File: config.mk
export PLATFORM = sky130hd
export DESIGN_NAME = logic_unit_mc
export DESIGN_NICKNAME = d
export VERILOG_FILES = /design/src/rtl/logic_unit_pkg.sv /design/src/rtl/logic_unit_mc_slice.sv /design/src/rtl/logic_unit_mc.sv
export SDC_FILE = /design/constraint.sdc
export NUM_CORES = 1
export LEC_CHECK = 0
export ABC_AREA = 1
export BUFFER_PORTS_ARGS = -buffer_cell sky130_fd_sc_hd__buf_2
export CAP_MARGIN = 20
export CORE_MARGIN = 2
export CORE_UTILIZATION = 40
export CTS_CLUSTER_DIAMETER = 120
export DETAILED_ROUTE_END_ITERATION = 8
export MAX_ROUTING_LAYER = met4
export SLEW_MARGIN = 10
export SYNTH_ARGS = -nofsm -noshare
export SYNTH_HDL_FRONTEND = slang
export SYNTH_HIERARCHICAL = 1
export SYNTH_SLANG_ARGS = --single-unit
File: constraint.sdc
create_clock -name clk -period 2.7 [get_ports clk]
set_input_delay 0.27 -clock clk [delete_from_list [all_inputs] [get_ports clk]]
set_output_delay 0.27 -clock clk [all_outputs]
set_load 0.03 [all_outputs]
File: src/rtl/logic_unit_pkg.sv
// Shared types for the multicycle logic unit: operation and FSM state encodings.
package logic_unit_pkg;

  typedef enum logic [1:0] {LU_AND, LU_OR, LU_XOR, LU_NOR} lu_op_t;
  typedef enum logic [1:0] {LU_IDLE, LU_BUSY, LU_DONE} lu_state_t;

  // Slice index width; a single-slice unit still carries a 1-bit index.
  function automatic int idx_bits(input int nslice);
    return (nslice > 1) ? $clog2(nslice) : 1;
  endfunction

endpackage

File: src/rtl/logic_unit_mc_slice.sv
// Combinational SLICE-bit bitwise operator shared by every slice of the multicycle unit.
module logic_slice
  import logic_unit_pkg::*;
#(
  parameter int SLICE = 8
) (
  input  lu_op_t           op,
  input  logic [SLICE-1:0] a,
  input  logic [SLICE-1:0] b,
  output logic [SLICE-1:0] y
);

  always_comb begin
    y = '0;
    case (op)
      LU_AND:  y = a & b;
      LU_OR:   y = a | b;
      LU_XOR:  y = a ^ b;
      LU_NOR:  y = ~(a | b);
      default: y = '0;
    endcase
  end

endmodule

File: src/rtl/logic_unit_mc.sv
// Multicycle WIDTH-bit AND/OR/XOR/NOR unit, SLICE bits per cycle, valid/ready on both sides.
// Optional zero flag output is enabled by defining LOGIC_UNIT_ZFLAG_EN.
module logic_unit_mc
  import logic_unit_pkg::*;
#(
  parameter int WIDTH = 32,
  parameter int SLICE = 8
) (
  input  logic             clk,
  input  logic             rst_n,
  input  logic             in_valid,
  output logic             in_ready,
  input  logic [1:0]       op,
  input  logic [WIDTH-1:0] a,
  input  logic [WIDTH-1:0] b,
  output logic             out_valid,
  input  logic             out_ready,
  output logic [WIDTH-1:0] result
`ifdef LOGIC_UNIT_ZFLAG_EN
  ,
  output logic             zero
`endif
);

  localparam int NSLICE = WIDTH / SLICE;
  localparam int IDXW   = idx_bits(NSLICE);
  localparam logic [IDXW-1:0] LAST_IDX = IDXW'(NSLICE - 1);

  if (WIDTH % SLICE != 0) begin : g_bad_slice
    $error("logic_unit_mc: WIDTH must be a multiple of SLICE");
  end

  lu_state_t        state_reg;
  logic [IDXW-1:0]  idx_reg;
  logic [WIDTH-1:0] a_reg;
  logic [WIDTH-1:0] b_reg;
  lu_op_t           op_reg;
  logic [WIDTH-1:0] result_reg;
  logic [WIDTH-1:0] result_next;
  logic             out_valid_reg;
  logic [SLICE-1:0] a_cur;
  logic [SLICE-1:0] b_cur;
  logic [SLICE-1:0] y_cur;

  // One operator instance; the current slice is selected by shifting the latched operands.
  assign a_cur = SLICE'(a_reg >> (SLICE * int'(idx_reg)));
  assign b_cur = SLICE'(b_reg >> (SLICE * int'(idx_reg)));

  logic_slice #(.SLICE(SLICE)) u_slice (
    .op (op_reg),
    .a  (a_cur),
    .b  (b_cur),
    .y  (y_cur)
  );

  for (genvar gi = 0; gi < NSLICE; gi++) begin : g_slot
    assign result_next[gi*SLICE +: SLICE] =
      (state_reg == LU_BUSY && idx_reg == IDXW'(gi)) ? y_cur : result_reg[gi*SLICE +: SLICE];
  end

`ifdef LOGIC_UNIT_ZFLAG_EN
  logic zero_acc_reg;
  assign zero = zero_acc_reg;
`endif

  always_ff @(posedge clk or negedge rst_n) begin
    if (!rst_n) begin
      state_reg     <= LU_IDLE;
      idx_reg       <= '0;
      a_reg         <= '0;
      b_reg         <= '0;
      op_reg        <= LU_AND;
      result_reg    <= '0;
      out_valid_reg <= 1'b0;
`ifdef LOGIC_UNIT_ZFLAG_EN
      zero_acc_reg  <= 1'b0;
`endif
    end else begin
      case (state_reg)
        LU_IDLE: begin
          if (in_valid) begin
            a_reg      <= a;
            b_reg      <= b;
            op_reg     <= lu_op_t'(op);
            idx_reg    <= '0;
            result_reg <= '0;
`ifdef LOGIC_UNIT_ZFLAG_EN
            zero_acc_reg <= 1'b1;
`endif
            state_reg  <= LU_BUSY;
          end
        end
        LU_BUSY: begin
          result_reg <= result_next;
`ifdef LOGIC_UNIT_ZFLAG_EN
          zero_acc_reg <= zero_acc_reg & ~(|y_cur);
`endif
          // idx parks on the last slice rather than wrapping.
          if (idx_reg == LAST_IDX) begin
            state_reg     <= LU_DONE;
            out_valid_reg <= 1'b1;
          end else begin
            idx_reg <= idx_reg + 1'b1;
          end
        end
        LU_DONE: begin
          if (out_ready) begin
            out_valid_reg <= 1'b0;
            state_reg     <= LU_IDLE;
          end
        end
        default: state_reg <= LU_IDLE;
      endcase
    end
  end

  assign in_ready  = (state_reg == LU_IDLE);
  assign out_valid = out_valid_reg;
  assign result    = result_reg;

endmodule

==> flow_results.org <==
** Timing
- For the pin with the worst max-slew slack, the measured transition is 0.7945 ns.
- Total of endpoints with negative setup slack in the final report :: 0
- Number of failing hold endpoints at the final stage :: 26
- Worst hold-check slack :: -0.06463 ns
- Peak clock frequency supported by timing :: 416.2 MHz
- Final period demand of the worst path :: 2.403 ns
- Summed negative setup slack over all endpoints :: 0 ns
- In the post-route analysis, the smallest setup slack over all paths is 0.2972 ns.
- Setup repair after global routing left no endpoint under its margin.
- On the final layout, the worst clock skew is 0.007320 ns.
- Number of slew-limit violations in the final report :: 0
- Headroom to the max-slew limit came out at 47.03%.
- The worst path uses 88.99% of the clock period.

** Drt
- Total number of vias :: 4,762
- Dividing the detail-routed via count by the number of cells gives 5.034.
- Routed wire length :: 13,770 um
- Antenna Violating Nets Remaining :: 0
- Number of iterations in the first detailed-routing pass :: 4
- In the routed design, unresolved DRC markers number 0.
- In the final routed layout, each cell accounts on average for 14.56 um.
- The first routing iteration left 409 violations.

** Power and ir drop
- Switch share :: 47.85%
- Summed over all nets, the switching power comes to 0.003898 W.
- Pwr per Cell Area :: 1296 mW/mm2
- Per report_power, the combinational group accounts for 50.1% of the total.
- The internal portion of the total power is 0.004247 W.
- Maximum vdd ir drop :: 0.0004987 V
- Summed over all cells, the static leakage comes to 3.539 nW.
- The clock network is responsible for 16.3% of the overall power.
- Sequential power share :: 33.6%

** Worst setup path
- CP startpoint :: idx_reg[0]$_DFFE_PN0P_
- On the worst path, the slowest cell contributes a delay of 0.48 ns.
- Critical path endpoint category :: flop
- Data arrival time at the worst-slack endpoint :: 2.65 ns
- Startpoint of the worst-slack reg-to-reg timing path :: idx_reg[0]$_DFFE_PN0P_
- Chain of cells forming the critical path :: clkinv_1 > nand2_1 > nand2_1 > nand2_1 > nand2_1 > inv_1 > ha_1 > nand3_1 > nand4_1 > nand4_1 > nand2_1
- Number of cells traversed by the worst register-to-register path :: 11
- Critical Path Slowest Stage Cell :: sky130_fd_sc_hd__clkinv_1
- Critical path depth :: 11
- CP Max Fanout :: 17
- Required time worst endpoint :: 2.95 ns
- Startpoint type of the worst setup path :: flop
- Classification of the worst setup path :: flop to flop
- Family of cells with the greatest summed delay on the critical path :: simple AND/OR/NAND/NOR gates
- Worst path bufs/invs :: 2
- The most numerous cell type found on the critical path is sky130_fd_sc_hd__nand2_1.

** Clock network
- After clock tree synthesis, the clock-pin slew on the worst setup and hold paths is 0.07 ns.
- Buffers inserted during clock tree synthesis total 9.
- Clock tree synthesis found a total of 103 sinks.
- Total setup buffers inserted after CTS :: 0
- After clock tree synthesis, the repair step resized 0 gates.
- Clock latency on the worst-skew pair, taken at its later pin, is 0.36 ns.
- Maximum buffer depth of the clock tree :: 2
- Clock tree from TritonCTS :: built
- Root Buffer Master :: sky130_fd_sc_hd__clkbuf_16
- Buffers inserted to repair hold after CTS numbered 0.
- The H-tree was split into 3 levels.

** Synthesis
- Share of the synthesized area in the top cell type :: 47.76%
- Yosys printed 6 warnings.
- Ranking of synthesized cells by area :: sky130_fd_sc_hd__dfrtp_1 (48%), sky130_fd_sc_hd__nand2_1 (20%), sky130_fd_sc_hd__nand3_1 (11%)
- Synthesis handed over a netlist of 688 instances.
- Total nets after synthesis :: 779
- Summing every instance area after synthesis gives 0.005396 mm2.
- Avg Inst Size Synth :: 7.844 um2
- The share of the Yosys chip area taken by registers is 47.76%.
- #FFs+latches synth :: 103
- The synthesized netlist contains 20 unique library cells.
- Synth area leader :: sky130_fd_sc_hd__dfrtp_1

** Place
- Timing analysis after detailed placement gives a worst setup slack of 0.2879 ns.
- DPL Wire Length :: 9645 um
- Global placer's final weighted congestion :: 0.8119
- IO buf count :: 103

** Flow run
- Max-cap violations :: 0

** Worst hold path
- In this run the worst hold path is classified as primary input to asynchronous set/reset pin.

** Run status
- Status :: finished, violations left
- Failing checks :: negative hold slack

** Die
- Total Die Area :: 0.01444 mm2
- The die is 120.2 um wide.
- Starting utilization of the core area :: 40.91%
- Row generation in the floorplan step produced 42 rows.
- Pin placement for this block handled 104 I/O pins.
- The die is 120.2 um tall.
- Core area :: 0.01319 mm2

** Global routing
- The initial antenna violation count came to 0.
- Total GRT Usage :: 20.74%
- Number of global-route vias before repair :: 4,658
- Wire length of the first global-routing pass :: 22,920 um
- Total gr overflow :: 0
- Entering global routing, the biggest net connects 104 pins.

** Cells and area
- The final layout contains 856 nets.
- Count of inserted antenna diode cells :: 0
- Filler Cells Inserted :: 1,365
- In the final layout, the share of cells above drive strength 1 is 17.79%.
- Post-synthesis to final-layout area growth :: 16.49%
## layout make-up
| class | count | area [um2] | area share, % |
|---|---|---|---|
| Clock buffer | 11 | 242.7 | 3.861 |
| Clock inverter | 5 | 56.30 | 0.8957 |
| Inverter | 46 | 180.2 | 2.866 |
| Multi-Input combinational cell | 489 | 2381 | 37.88 |
| Sequential cell | 103 | 2577 | 41.00 |
| Tap cell | 176 | 220.2 | 3.503 |
| Timing Repair Buffer | 116 | 628.1 | 9.992 |
## power groups by stage
stage / sequential [W] / clock [W] / combinational (W)
after floorplan: 0.00287 / 0 / 0.00285
after global placement: 0.00276 / 0 / 0.00402
after detailed placement: 0.00276 / 0 / 0.00412
after CTS: 0.00274 / 0.00135 / 0.00413
after global routing: 0.00283 / 0.00143 / 0.00466
final: 0.00274 / 0.00133 / 0.00408
## path summary, 6_finish.rpt
check                                        end  slack [ns]
max in group asynchronous  result[0]$_DFFE_PN0P_        2.30
setup reg to reg           result[7]$_DFFE_PN0P_        0.30
min in group clk           b_reg[25]$_DFFE_PN0P_        0.14
setup / recovery           result[7]$_DFFE_PN0P_        0.30
hold reg to reg             a_reg[8]$_DFFE_PN0P_        0.47
hold / removal             a_reg[15]$_DFFE_PN0P_       -0.06
## kinds of logic after synthesis
group	count (synthesis)	synth area share, %
flip-flops	103	47.76
buffers and inverters	96	8.254
AND/OR/NAND/NOR	452	36.89
adder cells (fa/ha/maj)	21	4.869
AO/OA/AOI/OAI	16	2.226
## metrics by stage
step	std cells	util, %	total power [W]	instance area, um2
floorplan	688	-	0.005725	5396
global placement	930	45.39	0.006774	5987
detailed placement	930	45.39	0.006881	5987
CTS	946	47.66	0.008217	6286
global route	946	47.66	0.008919	6286
finish	946	47.66	0.008145	6286
## placed cells by master, fill, tap and decap left out
| cell type | netlist | routed |
|---|---|---|
| sky130_fd_sc_hd__buf_12 | 0 | 1 |
| sky130_fd_sc_hd__buf_2 | 25 | 102 |
| sky130_fd_sc_hd__buf_4 | 5 | 13 |
| sky130_fd_sc_hd__bufinv_16 | 0 | 1 |
| sky130_fd_sc_hd__clkbuf_1 | 16 | 1 |
| sky130_fd_sc_hd__clkbuf_16 | 0 | 9 |
| sky130_fd_sc_hd__clkbuf_8 | 0 | 1 |
| sky130_fd_sc_hd__clkinv_1 | 2 | 2 |
| sky130_fd_sc_hd__clkinv_2 | 0 | 2 |
| sky130_fd_sc_hd__clkinvlp_4 | 0 | 1 |
| sky130_fd_sc_hd__dfrtp_1 | 103 | 103 |
| sky130_fd_sc_hd__ha_1 | 21 | 21 |
| sky130_fd_sc_hd__inv_1 | 43 | 43 |
| sky130_fd_sc_hd__inv_6 | 0 | 1 |
| sky130_fd_sc_hd__inv_8 | 1 | 1 |
| sky130_fd_sc_hd__nand2_1 | 283 | 282 |
| sky130_fd_sc_hd__nand2_2 | 0 | 1 |
| sky130_fd_sc_hd__nand3_1 | 122 | 122 |
| sky130_fd_sc_hd__nand3_2 | 1 | 1 |
| sky130_fd_sc_hd__nand3b_1 | 1 | 1 |
| sky130_fd_sc_hd__nand4_1 | 42 | 42 |
| sky130_fd_sc_hd__nor2_4 | 1 | 2 |
| sky130_fd_sc_hd__nor2_8 | 1 | 1 |
| sky130_fd_sc_hd__o211ai_1 | 16 | 16 |
## metal layers
metal,GRT usage [%],share of wire (%)
met2,31.07,47
met4,7.647,2.1
met5,-,0
met3,3.375,5.2
met1,28.45,46
## synth_stat cells
library cell and number:
sky130_fd_sc_hd__buf_2 25, sky130_fd_sc_hd__buf_6 2, sky130_fd_sc_hd__clkbuf_1 16, sky130_fd_sc_hd__nor2_2 1, sky130_fd_sc_hd__nand3_1 122, sky130_fd_sc_hd__nand2_1 283, sky130_fd_sc_hd__clkbuf_2 1, sky130_fd_sc_hd__nor2_8 1
sky130_fd_sc_hd__inv_1 43, sky130_fd_sc_hd__clkinv_1 2, sky130_fd_sc_hd__nand3_2 1, sky130_fd_sc_hd__buf_4 5, sky130_fd_sc_hd__inv_8 1, sky130_fd_sc_hd__nor2_4 1, sky130_fd_sc_hd__nand4_1 42, sky130_fd_sc_hd__nand3b_1 1
sky130_fd_sc_hd__buf_8 1, sky130_fd_sc_hd__o211ai_1 16, sky130_fd_sc_hd__dfrtp_1 103, sky130_fd_sc_hd__ha_1 21
(Power assumes the default switching activity.)
